==> config.mk <==
export PLATFORM = sky130hd
export DESIGN_NAME = bcd_pulse_counter_flat
export DESIGN_NICKNAME = d
export VERILOG_FILES = /design/src/rtl/bcd_pkg.sv /design/src/rtl/bcd_pulse_counter_if.sv /design/src/rtl/bcd_digit.sv /design/src/rtl/bcd_pulse_counter.sv /design/src/flat_wrapper.sv
export SDC_FILE = /design/constraint.sdc
export NUM_CORES = 1
export LEC_CHECK = 0
export ABC_AREA = 1
export CAP_MARGIN = 0
export CORE_UTILIZATION = 52
export DETAILED_ROUTE_END_ITERATION = 8
export PLACE_DENSITY = 0.81
export RECOVER_POWER = 100
export SLEW_MARGIN = 20
export SYNTH_ARGS = -nofsm -noshare
export SYNTH_HDL_FRONTEND = slang
export SYNTH_SLANG_ARGS = --single-unit
==> constraint.sdc <==
create_clock -name clk -period 1.5 [get_ports clk]
set_input_delay 0.3 -clock clk [delete_from_list [all_inputs] [get_ports clk]]
set_output_delay 0.3 -clock clk [all_outputs]
set_load 0.01 [all_outputs]
==> src/rtl/bcd_pkg.sv <==
// Shared BCD constants and the nibble clamp used by the pulse counter and its decades.
package bcd_pkg;

    localparam int unsigned NIBBLE_W = 4;
    localparam logic [3:0]  BCD_MAX  = 4'd9;
    localparam logic [3:0]  BCD_MIN  = 4'd0;

    // Saturate a raw nibble into the legal decimal range.
    function automatic logic [3:0] bcd_clamp(input logic [3:0] nibble);
        return (nibble > BCD_MAX) ? BCD_MAX : nibble;
    endfunction

endpackage : bcd_pkg

==> src/rtl/bcd_pulse_counter_if.sv <==
// Control/data bundle between the debouncer/display glue (master) and the BCD counter (slave).
interface bcd_pulse_counter_if #(
    parameter int unsigned DIGITS = 4
);
    localparam int unsigned WIDTH = 4 * DIGITS;

    logic             en;
    logic             up_down;
    logic             clear;
    logic             load;
    logic [WIDTH-1:0] load_value;
    logic [WIDTH-1:0] bcd;
    logic             carry;
    logic             is_zero;
    logic             is_max;
    logic             load_err;

    modport master (
        output en, up_down, clear, load, load_value,
        input  bcd, carry, is_zero, is_max, load_err
    );

    modport slave (
        input  en, up_down, clear, load, load_value,
        output bcd, carry, is_zero, is_max, load_err
    );

endinterface : bcd_pulse_counter_if

==> src/rtl/bcd_digit.sv <==
// One decimal decade: clear > load > step, rolling 9->0 up and 0->9 down.
module bcd_digit
    import bcd_pkg::*;
(
    input  logic       clk,
    input  logic       rst_n,
    input  logic       step,
    input  logic       up_down,
    input  logic       clear,
    input  logic       load,
    input  logic [3:0] d,
    output logic [3:0] q,
    output logic       at_max,
    output logic       at_min
);

    logic [3:0] q_next;

    // Next-digit selection; the clamp keeps the register inside 0..9 even on raw load data.
    always_comb begin
        q_next = q;
        if (clear) begin
            q_next = BCD_MIN;
        end else if (load) begin
            q_next = bcd_clamp(d);
        end else if (step) begin
            if (up_down) begin
                q_next = (q >= BCD_MAX) ? BCD_MIN : q + 4'd1;
            end else begin
                q_next = (q == BCD_MIN) ? BCD_MAX : q - 4'd1;
            end
        end
    end

    always_ff @(posedge clk or negedge rst_n) begin
        if (!rst_n) begin
            q <= BCD_MIN;
        end else begin
            q <= q_next;
        end
    end

    assign at_max = (q == BCD_MAX);
    assign at_min = (q == BCD_MIN);

endmodule : bcd_digit

==> src/rtl/bcd_pulse_counter.sv <==
// Multi-decade BCD up/down pulse counter with clear, clamped load and wrap/saturate limits.
module bcd_pulse_counter
    import bcd_pkg::*;
#(
    parameter int unsigned DIGITS = 4,
    parameter bit          WRAP   = 1'b1
) (
    input  logic                clk,
    input  logic                rst_n,
    bcd_pulse_counter_if.slave  bus
);

    localparam int unsigned WIDTH = NIBBLE_W * DIGITS;

    logic [DIGITS-1:0] at_max;
    logic [DIGITS-1:0] at_min;
    logic [DIGITS-1:0] step;
    logic [DIGITS:0]   lo_max;
    logic [DIGITS:0]   lo_min;
    logic [WIDTH-1:0]  load_clamped;
    logic [WIDTH-1:0]  count;
    logic              count_req_c;
    logic              limit_c;
    logic              go_c;
    logic              wrap_c;
    logic              clamp_hit_c;
    logic              carry_q;
    logic              load_err_q;

    // lo_max[i]/lo_min[i]: every digit below i sits at 9 / 0; index DIGITS covers the whole count.
    assign lo_max[0] = 1'b1;
    assign lo_min[0] = 1'b1;

    assign count_req_c = bus.en & ~bus.clear & ~bus.load;
    assign limit_c     = bus.up_down ? lo_max[DIGITS] : lo_min[DIGITS];
    assign go_c        = count_req_c & (WRAP | ~limit_c);
    assign wrap_c      = count_req_c & limit_c & WRAP;

    generate
        for (genvar i = 0; i < int'(DIGITS); i++) begin : g_digit
            assign lo_max[i+1] = lo_max[i] & at_max[i];
            assign lo_min[i+1] = lo_min[i] & at_min[i];
            assign load_clamped[i*NIBBLE_W +: NIBBLE_W] =
                bcd_clamp(bus.load_value[i*NIBBLE_W +: NIBBLE_W]);
            assign step[i] = go_c & (bus.up_down ? lo_max[i] : lo_min[i]);

            bcd_digit u_digit (
                .clk     (clk),
                .rst_n   (rst_n),
                .step    (step[i]),
                .up_down (bus.up_down),
                .clear   (bus.clear),
                .load    (bus.load),
                .d       (load_clamped[i*NIBBLE_W +: NIBBLE_W]),
                .q       (count[i*NIBBLE_W +: NIBBLE_W]),
                .at_max  (at_max[i]),
                .at_min  (at_min[i])
            );
        end
    endgenerate

    // Flag any load nibble that needed clamping.
    always_comb begin
        clamp_hit_c = 1'b0;
        for (int i = 0; i < int'(DIGITS); i++) begin
            if (bus.load_value[i*NIBBLE_W +: NIBBLE_W] > BCD_MAX) begin
                clamp_hit_c = 1'b1;
            end
        end
    end

    // Single-cycle status pulses, aligned with the count update.
    always_ff @(posedge clk or negedge rst_n) begin
        if (!rst_n) begin
            carry_q    <= 1'b0;
            load_err_q <= 1'b0;
        end else begin
            carry_q    <= wrap_c;
            load_err_q <= bus.load & ~bus.clear & clamp_hit_c;
        end
    end

    assign bus.bcd      = count;
    assign bus.carry    = carry_q;
    assign bus.load_err = load_err_q;
    assign bus.is_zero  = lo_min[DIGITS];
    assign bus.is_max   = lo_max[DIGITS];

endmodule : bcd_pulse_counter

==> src/flat_wrapper.sv <==
// flat-port wrapper written by rule: the top's interface ports become plain ports
module bcd_pulse_counter_flat import bcd_pkg::*;
#(
    parameter int unsigned DIGITS = 4,
    parameter bit          WRAP   = 1'b1
)
  (clk, rst_n, bus_en, bus_up_down, bus_clear, bus_load, bus_load_value, bus_bcd, bus_carry, bus_is_zero, bus_is_max, bus_load_err);
  bcd_pulse_counter_if #(.DIGITS(DIGITS)) bus_i ();
  input  logic clk;
  input  logic rst_n;
  input wire logic [$bits(bus_i.en)-1:0] bus_en;
  input wire logic [$bits(bus_i.up_down)-1:0] bus_up_down;
  input wire logic [$bits(bus_i.clear)-1:0] bus_clear;
  input wire logic [$bits(bus_i.load)-1:0] bus_load;
  input wire logic [$bits(bus_i.load_value)-1:0] bus_load_value;
  output wire logic [$bits(bus_i.bcd)-1:0] bus_bcd;
  output wire logic [$bits(bus_i.carry)-1:0] bus_carry;
  output wire logic [$bits(bus_i.is_zero)-1:0] bus_is_zero;
  output wire logic [$bits(bus_i.is_max)-1:0] bus_is_max;
  output wire logic [$bits(bus_i.load_err)-1:0] bus_load_err;
  assign bus_i.en = bus_en;
  assign bus_i.up_down = bus_up_down;
  assign bus_i.clear = bus_clear;
  assign bus_i.load = bus_load;
  assign bus_i.load_value = bus_load_value;
  assign bus_bcd = bus_i.bcd;
  assign bus_carry = bus_i.carry;
  assign bus_is_zero = bus_i.is_zero;
  assign bus_is_max = bus_i.is_max;
  assign bus_load_err = bus_i.load_err;
  bcd_pulse_counter #(.DIGITS(DIGITS), .WRAP(WRAP)) u_core (.clk(clk), .rst_n(rst_n), .bus(bus_i));
endmodule
==> results of run 1 <==
==> power breakdown <==
part / leakage [nW] / total (mW) / internal [mW] / switching (mW)
Clock: 0.0228 / 0.404 / 0.191 / 0.214
Combinational: 1.52 / 1.68 / 0.724 / 0.958
Sequential: 0.228 / 0.601 / 0.537 / 0.0639
==> placed cells by master (no fill, tap or decap), types with 12 or more instances in the layout <==
master,n
buf_4,81
clkdlybuf4s50_1,22
dfrtp_1,13
dlygate4sd2_1,12
inv_1,27
inv_2,12
nand2_1,85
nand3_1,29
nor2_1,28
o21ai_0,16
==> per-layer routing <==
metal	global-route usage, %	vias up	routed length [microns]
li1	-	1270	-
met2	72.3	429	4860
met3	6.16	180	1610
met4	23.6	0	1300
met5	0	-	0
met1	47.6	1459	3600
==> area by class of cell <==
class                      instances  area share [%]
sequential                        18            13.2
multi-input combinational        249            47.0
inverter                          41            4.60
tap                               48            1.74
timing repair buffer             133            32.1
clock buffer                       4            1.30
==> per-stage QoR <==
step	setup WS, ns	TNS, ns	instances	cell area, sq um
after floorplan	-0.00118	-0.00118	316	2000
after global placement	-0.438	-3.13	462	2910
after detailed placement	-0.465	-3.47	462	2910
after CTS	-0.253	-0.565	483	3190
after global routing	-0.433	-5.57	493	3450
final	-0.383	-4.65	493	3450
==> cell usage after synthesis, types with 2 or more instances <==
library cell	number	area, sq um
nor2_2	2	12.5
dfrtp_1	18	450
nand2_1	97	364
inv_2	5	18.8
nor2_4	2	22.5
nor2_1	34	128
o21ai_1	4	20.0
o21ai_0	23	115
buf_4	2	15.0
nand3_1	38	190
a21oi_1	11	55.1
nand2_2	2	12.5
nand2_4	5	56.3
buf_2	3	15.0
nand4_1	2	12.5
inv_1	36	135
buf_6	3	33.8
ha_1	16	200
==> kinds of logic after synthesis <==
logic type	after synthesis	synth area share, %
buffers and inverters	49	11.0
adders and majority gates	16	10.1
xor gates and xnor gates	1	0.443
DFF	18	22.8
AOI/OAI and AO/OA	45	12.4
and+or+nand+nor	187	43.2
==> timing repair <==
item,in CTS,in global routing
resized for setup,68,52
setup endpoints to repair,33,22
pin swaps,16,31
buffers inserted,17,10
==> registers in the layout, indices dropped and copies added, names as in the netlist <==
name                      count
u_core.bus.carry              1
u_core.bus.load_err           1
u_core.g_digit.u_digit.q     16
==> critical path, delay by kind of cell (launching register included) <==
family,cells,cell delay (ns)
and+or+nand+nor,4,0.47
DFF,1,0.42
buffers and inverters,2,0.28
adders and majority gates,1,0.14
==> path summary, 6_finish.rpt <==
path	to	startpoint	slack, ns	cells past startpoint
min in group clk	u_core.g_digit[3].u_digit.q[3]	u_core.g_digit[3].u_digit.q[3]	0.70	3
worst max-delay path	bus_is_max	u_core.g_digit[2].u_digit.q[0]	-0.38	7
worst min-delay path	u_core.g_digit[1].u_digit.q[1]	rst_n	0.53	2
worst min register to register	u_core.g_digit[3].u_digit.q[3]	u_core.g_digit[3].u_digit.q[3]	0.70	3
max in group asynchronous	u_core.g_digit[0].u_digit.q[3]	rst_n	0.58	2
worst max register to register	u_core.g_digit[1].u_digit.q[1]	u_core.g_digit[0].u_digit.q[1]	-0.37	10
==> metrics, run 1 <==
largest net degree at the start of global routing=19; Routed Wire Length=between 10,000 and 15,000 microns; antenna cell count=0; outcome=complete, but fails checks; placeable core region=around 3700 sq um; Final Max Slew Viols=0; vias=between 3,000 and 4,000; chip width=63.7 microns; fmax=approximately 530 MHz; dominant cell type by count on the critical path=nor2_2; Post-Syn Instances=about 320; Multi-input gate area=1620 sq um; fill cell total of the finished layout=about 120; initial standard-cell utilization of the core=a little over half; P&R area growth vs syn=74.6%; average size of a mapped cell=6.26 sq um; Worst Setup End Kind=primary output; Post-DP HPWL=~4800 microns; Seq/Total Area, Yosys=22.8%; total of max-cap violations=0; shortest clock period the worst path allows after layout=around 1.9 ns; floorplan die area=4050 sq um; crit-path cells=buf_6, ha_4, nand2_1, nor2_2, nand3_2, nor2_2, buf_2; number of buffers inserted during clock tree synthesis=3; root buffer cell=clkbuf_8; DRT Pass-1 Iters=9; count of flip-flops with a built-in enable after synthesis=0; endpoints failing hold=0; vias per cell=around 6.8; Worst setup SP type=flop; post-route setup slack=-0.383 ns; sum of internal, switching and leakage power=approximately 2.7 mW; gr ovfl total=0; peak supply drop=~0.61 mV; Hold WC Path Type=input port to asynchronous set/reset pin; global-route wire length before repair=12,900 microns; clock insertion delay at the later pin of the skew report=around 0.28 ns; power density over cell area=roughly 780 nW/um^2; number of distinct library cells after synthesis=31; storage element area=~460 sq um; via count of the first global-routing pass=2,836; transition time of the tightest slew-check pin=between 0.5 and 0.6 ns; IO Count=42; share of layout cells above drive strength 1=between 30% and 40%; WS Path Type=flop to primary output; weighted congestion at the end of routability-driven global placement=around 0.94; fraction of registers with async set/reset=100%; cell at the slowest stage of the critical path=dfrtp_1; synth warn=0; Top FF cell, synth=dfrtp_1; antenna violations before repair=0; final cycle utilization of the critical path=126%; clock tree skew after final layout=0.00632 ns; CTS tree=yes; violated checks=design-rule violations, negative setup slack; H-Tree Level Count=1; max incr delay on CP=between 0.4 and 0.5 ns; RSZ-0062 raised after global routing=true; post-layout util=94.3%; arrival time worst endpoint=1.58 ns; detailed-route DRC error count=27; clk buf depth=2; Setup-failing EPs final=22; Iteration-0 DRC Markers=around 630; clock transition at the register clock pins on the worst setup and hold paths after CTS=about 0.080 ns; count of input and output buffers=41; highest fanout seen on the critical path=3; worst-case hold slack=between 0.5 and 0.6 ns; Leak=roughly 1.8 nW; Post-CTS Hold Buffers=0; register bit count reported by yosys=18; routed length per instance=23.1 microns; sinks on the clock net=18; syn nets=between 300 and 400; All-Layer GR Usage=a little over 40%; Rel. slew slack=approximately 64%; number of rows created at floorplan=22; final net count=a little under 500; required time at the endpoint of the critical path=approximately 1.2 ns; cell area after synthesis=between 1500 and 2000 sq um; chip height=between 60 and 70 microns; number of nets still failing antenna checks after routing=0
Note: power is estimated with default switching activity, not from simulation.
==> run 2: changes to the inputs <==
--- a/config.mk
+++ b/config.mk
@@ -9,8 +9,10 @@
 export CAP_MARGIN = 0
 export CORE_UTILIZATION = 52
 export DETAILED_ROUTE_END_ITERATION = 8
+export MAX_ROUTING_LAYER = met4
 export PLACE_DENSITY = 0.81
 export RECOVER_POWER = 100
+export REMOVE_ABC_BUFFERS = 1
 export SLEW_MARGIN = 20
 export SYNTH_ARGS = -nofsm -noshare
 export SYNTH_HDL_FRONTEND = slang
==> metrics, run 2 (synthesized netlist as in run 1, its figures left out) <==
gr ovfl total=0 (unchanged); chip width=63.7 microns (unchanged); sum of internal, switching and leakage power=2.56 mW (-4.7%); count of input and output buffers=41 (unchanged); All-Layer GR Usage=38.9% (-2.6 points); weighted congestion at the end of routability-driven global placement=0.915 (-2.7%); number of buffers inserted during clock tree synthesis=3 (unchanged); number of nets still failing antenna checks after routing=0 (unchanged); most frequent standard cell in the layout excluding fill and tap cells=nand2_1; outcome=complete, but fails checks; number of rows created at floorplan=22 (unchanged); antenna violations before repair=0 (unchanged); initial standard-cell utilization of the core=54.0% (unchanged); chip height=63.7 microns (unchanged); Routed Wire Length=10,100 microns (-11%); worst-case hold slack=0.527 ns (-0.00154 ns); final standard cell count with taps included and fillers excluded=477 (-3.2%); Critical Path Start=u_core.g_digit[2].u_digit.q[0]; post-layout util=90.2% (-4.1 points); fmax=515 MHz (-3.0%); Setup-failing EPs final=21 (-4.5%); antenna cell count=0 (unchanged); proportion of power drawn by flip-flops and latches=22.8% (+0.5 points); highest fanout seen on the critical path=3 (unchanged); TNS Setup=-4.28 ns (+0.373 ns); post-placement setup slack=-0.550 ns (-0.0858 ns); IO Count=42 (unchanged); clock insertion delay at the later pin of the skew report=0.27 ns (about the same); violated checks=negative setup slack; placeable core region=3660 sq um (unchanged); final standard cell area without fillers=3300 sq um (-4.3%); vias per cell=6.46 (-4.5%); design internal power=1.40 mW (-3.2%); total of max-cap violations=0 (unchanged); required time at the endpoint of the critical path=1.20 ns (about the same); relative contribution of combinational cells to total power=62.2% (-0.4 points); register with the most flip-flops=u_core.g_digit.u_digit.q; P&R area growth vs syn=67.0%; floorplan die area=4050 sq um (unchanged); H-Tree Level Count=1 (unchanged); final cycle utilization of the critical path=129% (+3.9 points); Worst setup SP type=flop; share of layout cells above drive strength 1=34.5% (-4.6 points); routed length per instance=21.1 microns (-8.5%); transition time of the tightest slew-check pin=0.532 ns (-0.0155 ns); largest net degree at the start of global routing=19 (unchanged); clock tree skew after final layout=0.00753 ns (+0.00121 ns); final net count=469 (-3.1%); global-route wire length before repair=11,800 microns (-8.6%); vias=3,083 (-7.6%); WS Path Type=flop to primary output; placed inst area=2840 sq um (-2.3%); sinks on the clock net=18 (unchanged); max reg flops=16 (unchanged); clock transition at the register clock pins on the worst setup and hold paths after CTS=0.08 ns (about the same); Rel. slew slack=64.6% (+1.0 points); peak supply drop=0.635 mV (+4.3%); Post-DP HPWL=4550 microns (-4.2%); DRT Pass-1 Iters=6 (-3); total placed cells including tap cells=458 (-0.87%); post-route setup slack=-0.441 ns (-0.0579 ns); clk buf depth=2 (unchanged); Iteration-0 DRC Markers=529 (-16%); power density over cell area=776 nW/um^2 (-0.38%); CTS tree=yes; share of power burned in the clock network=15.0% (about the same); Post-CTS Hold Buffers=0 (unchanged); startpoint of the most critical register-to-register path=u_core.g_digit[1].u_digit.q[1]; via count of the first global-routing pass=2,572 (-9.3%); RSZ-0062 raised after global routing=true; Leak=1.70 nW (-4.3%); Final Max Slew Viols=0 (unchanged); shortest clock period the worst path allows after layout=1.94 ns (+0.0579 ns); arrival time worst endpoint=1.64 ns (+0.06 ns); Worst Setup End Kind=primary output; most frequent cells in the layout=91 x nand2_1, 59 x buf_4, 30 x nand3_1, 29 x inv_1, 25 x nor2_1; endpoints failing hold=0 (unchanged); Hold WC Path Type=input port to asynchronous set/reset pin; detailed-route DRC error count=0 (-100%); net switching share of the total power=45.1% (-0.83 points); root buffer cell=clkbuf_8; net switching component of the power=1.16 mW (-6.4%)
-- run 2: changes by cell type in the layout (fill, tap and decap cells not counted), sizes merged --
cell         previous run  this run
dlygate4sd2            12        13
clkbuf                  8        11
buf                    92        72
-- run 2: worst max-delay path, cell delays in order (launching register included) --
cell     delay (ns)
dfrtp_1        0.42
buf_6          0.14
ha_4           0.14
nand2_2        0.07
nor2_2         0.15
nand3_2        0.15
nor2_2         0.15
buf_2          0.15
-- run 2: per-layer routing --
| metal | routed length, microns | global-route usage, % | up-vias | part of all wire (%) |
|---|---|---|---|---|
| met5 | 0 | - | - | 0 |
| met4 | 903 | 19.6 | 0 | 9.0 |
| met3 | 1160 | 5.80 | 129 | 12 |
| met2 | 4490 | 64.2 | 331 | 45 |
| met1 | 3510 | 45.5 | 1380 | 35 |
| li1 | - | - | 1243 | - |
-- run 2: path summary, 6_finish.rpt --
| check | endpoint | slack [ns] | cells past startpoint |
|---|---|---|---|
| worst max-delay path | bus_is_max | -0.44 | 7 |
| worst min-delay path | u_core.g_digit[1].u_digit.q[2] | 0.53 | 2 |
| worst max register to register | u_core.g_digit[1].u_digit.q[3] | -0.43 | 14 |
| worst min register to register | u_core.g_digit[3].u_digit.q[2] | 0.69 | 3 |
| max in group asynchronous | u_core.g_digit[0].u_digit.q[3] | 0.58 | 2 |
| min in group clk | u_core.g_digit[3].u_digit.q[2] | 0.69 | 3 |
-- run 2: what timing repair did --
| action | in CTS | in global routing |
|---|---|---|
| pin swaps | 14 | 27 |
| gates resized for setup | 74 | 48 |
| endpoints found under the hold margin | 0 | 0 |
| endpoints found under the setup margin | 29 | 21 |
| buffers inserted | 8 | 10 |
-- run 2: cell type report --
type,instances,area (sq um)
sequential,18,452
tap,48,60.1
timing repair buffer,118,978
clock buffer,3,41.3
multi-input combinational,249,1610
inverter,41,159
fill,171,359
-- run 2: power groups by stage --
stage / combinational, mW / sequential [mW] / clock, mW
after CTS: 1.23 / 0.571 / 0.372
final: 1.59 / 0.583 / 0.385
after global routing: 1.66 / 0.583 / 0.393
after global placement: 1.07 / 0.574 / 0
after floorplan: 0.488 / 0.639 / 0
after detailed placement: 1.10 / 0.578 / 0
==> run 3: changes to the inputs <==
--- a/config.mk
+++ b/config.mk
@@ -16,4 +16,5 @@
 export SLEW_MARGIN = 20
 export SYNTH_ARGS = -nofsm -noshare
 export SYNTH_HDL_FRONTEND = slang
+export SYNTH_HIERARCHICAL = 1
 export SYNTH_SLANG_ARGS = --single-unit
==> metrics, run 3 <==
CTS tree=yes; cell area after synthesis=2040 sq um (+3.1%); buffering stage count on the worst path with inverters included=4 (+2); family with the most delay on the worst path=simple AND/OR/NAND/NOR gates; All-Layer GR Usage=37.0% (-1.9 points); register bit count reported by yosys=18 (unchanged); violated checks=negative setup slack; clk buf depth=2 (unchanged); worst-case hold slack=0.557 ns (+0.0297 ns); average size of a mapped cell=5.91 sq um (-5.6%); number of rows created at floorplan=22 (unchanged); final cycle utilization of the critical path=150% (+21 points); net switching share of the total power=43.4% (-1.7 points); DRT Pass-1 Iters=7 (+1); Leak=1.84 nW (+8.7%); proportion of power drawn by flip-flops and latches=23.8% (+1.0 points); RSZ-0062 raised after global routing=true; P&R area growth vs syn=66.8%; count of flip-flops with a built-in enable after synthesis=0 (unchanged); post-synthesis cell type with the largest combined area=dfrtp_1; highest fanout seen on the critical path=4 (+1); gr ovfl total=0 (unchanged); storage element area=452 sq um (unchanged); placeable core region=3720 sq um (+1.5%); max reg flops=16 (unchanged); Post-Syn Instances=345 (+9.2%); clock transition at the register clock pins on the worst setup and hold paths after CTS=0.08 ns (about the same); net switching component of the power=1.07 mW (-7.7%); Post-CTS Hold Buffers=0 (unchanged); share of the synthesized area in the top cell type=22.1% (-0.69 points); antenna cell count=0 (unchanged); post-placement setup slack=-0.600 ns (-0.0497 ns); list of most frequent post-synthesis cells=111 x nand2_1, 46 x inv_1, 35 x nor2_1, 34 x nand3_1, 23 x a21oi_1; cell at the slowest stage of the critical path=dfrtp_1; most frequent standard cell in the layout excluding fill and tap cells=nand2_1; fraction of registers with async set/reset=100% (unchanged); vias per cell=6.36 (-1.5%); max incr delay on CP=0.42 ns (about the same); total placed cells including tap cells=498 (+8.7%); Top FF cell, synth=dfrtp_1; synth warn=6 (+6); final standard cell count with taps included and fillers excluded=522 (+9.4%); peak supply drop=0.492 mV (-22%); relative contribution of combinational cells to total power=58.2% (-4.0 points); number of distinct library cells after synthesis=20 (-35%); final net count=513 (+9.4%); WS Path Type=flop to flop; root buffer cell=clkbuf_8; IO Count=42 (unchanged); sinks on the clock net=18 (unchanged); Worst Setup End Kind=flop; sum of internal, switching and leakage power=2.46 mW (-4.0%); fmax=445 MHz (-14%); routed length per instance=19.9 microns (-5.7%); total of max-cap violations=0 (unchanged); post-route setup slack=-0.749 ns (-0.308 ns); Setup-failing EPs final=23 (+9.5%); Seq/Total Area, Yosys=22.1% (-0.69 points); most frequent cells in the layout=103 x nand2_1, 83 x buf_4, 36 x inv_1, 33 x nand3_1, 27 x nor2_1; floorplan die area=4170 sq um (+3.0%); weighted congestion at the end of routability-driven global placement=0.905 (-1.0%); transition time of the tightest slew-check pin=0.544 ns (+0.0128 ns); crit-path cells=inv_2, ha_4, inv_4, nor3_4, buf_6, nand3_4, nand2_2, nand2_2, a21oi_2, nor2_1, nand2_2, inv_2, or2_4, nor2_2, nand2_1, nand2_1; share of power burned in the clock network=18.0% (+3.0 points); required time at the endpoint of the critical path=1.71 ns (+0.51 ns); Final Max Slew Viols=0 (unchanged); antenna violations before repair=0 (unchanged); Rel. slew slack=63.7% (-0.85 points); H-Tree Level Count=1 (unchanged); clock tree skew after final layout=0.00373 ns (-0.00380 ns); chip width=64.6 microns (+1.5%); worst reg-to-reg setup slack=-0.75 ns (-0.32 ns); vias=3,322 (+7.8%); endpoints failing hold=0 (unchanged); Post-DP HPWL=4590 microns (+0.93%); count of input and output buffers=41 (unchanged); Routed Wire Length=10,400 microns (+3.2%); Worst setup SP type=flop; Multi-input gate area=1530 sq um (-5.0%); share of layout cells above drive strength 1=34.0% (-0.53 points); most area-consuming cells after synthesis=dfrtp_1 22%, nand2_1 20%, ha_1 9.8%, inv_1 8.5%, nand3_1 8.3%; shortest clock period the worst path allows after layout=2.25 ns (+0.308 ns); fill cell total of the finished layout=165 (-3.5%); number of nets still failing antenna checks after routing=0 (unchanged); design internal power=1.39 mW (-0.90%); power density over cell area=724 nW/um^2 (-6.7%); largest net degree at the start of global routing=19 (unchanged); initial standard-cell utilization of the core=54.8% (+0.85 points); outcome=complete, but fails checks; Iteration-0 DRC Markers=563 (+6.4%); Hold WC Path Type=input port to asynchronous set/reset pin; detailed-route DRC error count=0 (unchanged); register with the most flip-flops=u_core/g_digit.u_digit/q; chip height=64.6 microns (+1.5%); number of buffers inserted during clock tree synthesis=3 (unchanged); global-route wire length before repair=11,700 microns (-1.1%); arrival time worst endpoint=2.46 ns (+0.82 ns); dominant cell type by count on the critical path=nand2_2; clock insertion delay at the later pin of the skew report=0.27 ns (about the same); most frequent cell after synthesis=nand2_1; via count of the first global-routing pass=2,615 (+1.7%)
run 3: power groups by stage:
stage	sequential, mW	clock, mW	combinational [mW]
after floorplan	0.637	0	0.477
after CTS	0.573	0.417	1.19
after global placement	0.581	0	1.08
after global routing	0.588	0.464	1.49
after detailed placement	0.584	0	1.11
final	0.586	0.442	1.43
run 3: area by class of cell:
type | count | area share [%]
multi-input combinational | 265 | 45.0
inverter | 54 | 6.18
timing repair buffer | 133 | 32.1
sequential | 18 | 13.3
tap | 48 | 1.77
clock buffer | 4 | 1.62
run 3: cell families (layout without fill, tap and decap cells):
family	count (synthesis)	after routing	synth area share, %
compound gates	36	36	8.84
xor+xnor	8	8	3.44
fa+ha+maj	16	16	9.82
buf+inv	62	191	12.2
flops	18	18	22.1
simple gates	205	205	43.6
run 3: worst reg2reg max path: cells and delay by family (launching register included):
family | cells | cell delay [ns]
buffers and inverters | 4 | 0.32
AOI/OAI and AO/OA | 1 | 0.15
and+or+nand+nor | 10 | 1.16
adders and majority gates | 1 | 0.14
DFF | 1 | 0.42
run 3: per-layer routing:
layer  global-route usage, %  vias to the layer above  share of wire (%)
met5                       -                        -                  0
met4                    12.5                        0                9.0
met3                    3.52                      130                 13
met2                    66.7                      371                 45
met1                    42.7                     1488                 33
li1                        -                     1333                  -
run 3: repair_timing:
action,in CTS,in global routing
pin swaps,9,15
setup endpoints to repair,34,26
resized for setup,70,33
setup buffers,15,6
run 3: path summary, 6_finish.rpt:
kind | start | cells after the start | endpoint
setup reg to reg | u_core/g_digit[1].u_digit/q[1] | 16 | u_core/g_digit[3].u_digit/q[1]
setup / recovery | u_core/g_digit[1].u_digit/q[1] | 16 | u_core/g_digit[3].u_digit/q[1]
hold / removal | rst_n | 2 | u_core/g_digit[2].u_digit/q[0]
max in group asynchronous | rst_n | 2 | u_core/g_digit[0].u_digit/q[0]
min in group clk | u_core/g_digit[0].u_digit/q[3] | 2 | u_core/g_digit[0].u_digit/q[3]
hold reg to reg | u_core/g_digit[0].u_digit/q[3] | 2 | u_core/g_digit[0].u_digit/q[3]
run 3: stage by stage:
step | setup TNS [ns] | instance area [sq um] | util, %
6_report | -9.86 | 3400 | 91.5
5_1_grt | -10.93 | 3400 | 91.5
4_1_cts | -6.18 | 3270 | 88.0
3_5_place_dp | -8.19 | 3000 | 80.8
3_3_place_gp | -7.47 | 3000 | 80.8
2_1_floorplan | -4.38 | 1990 | -
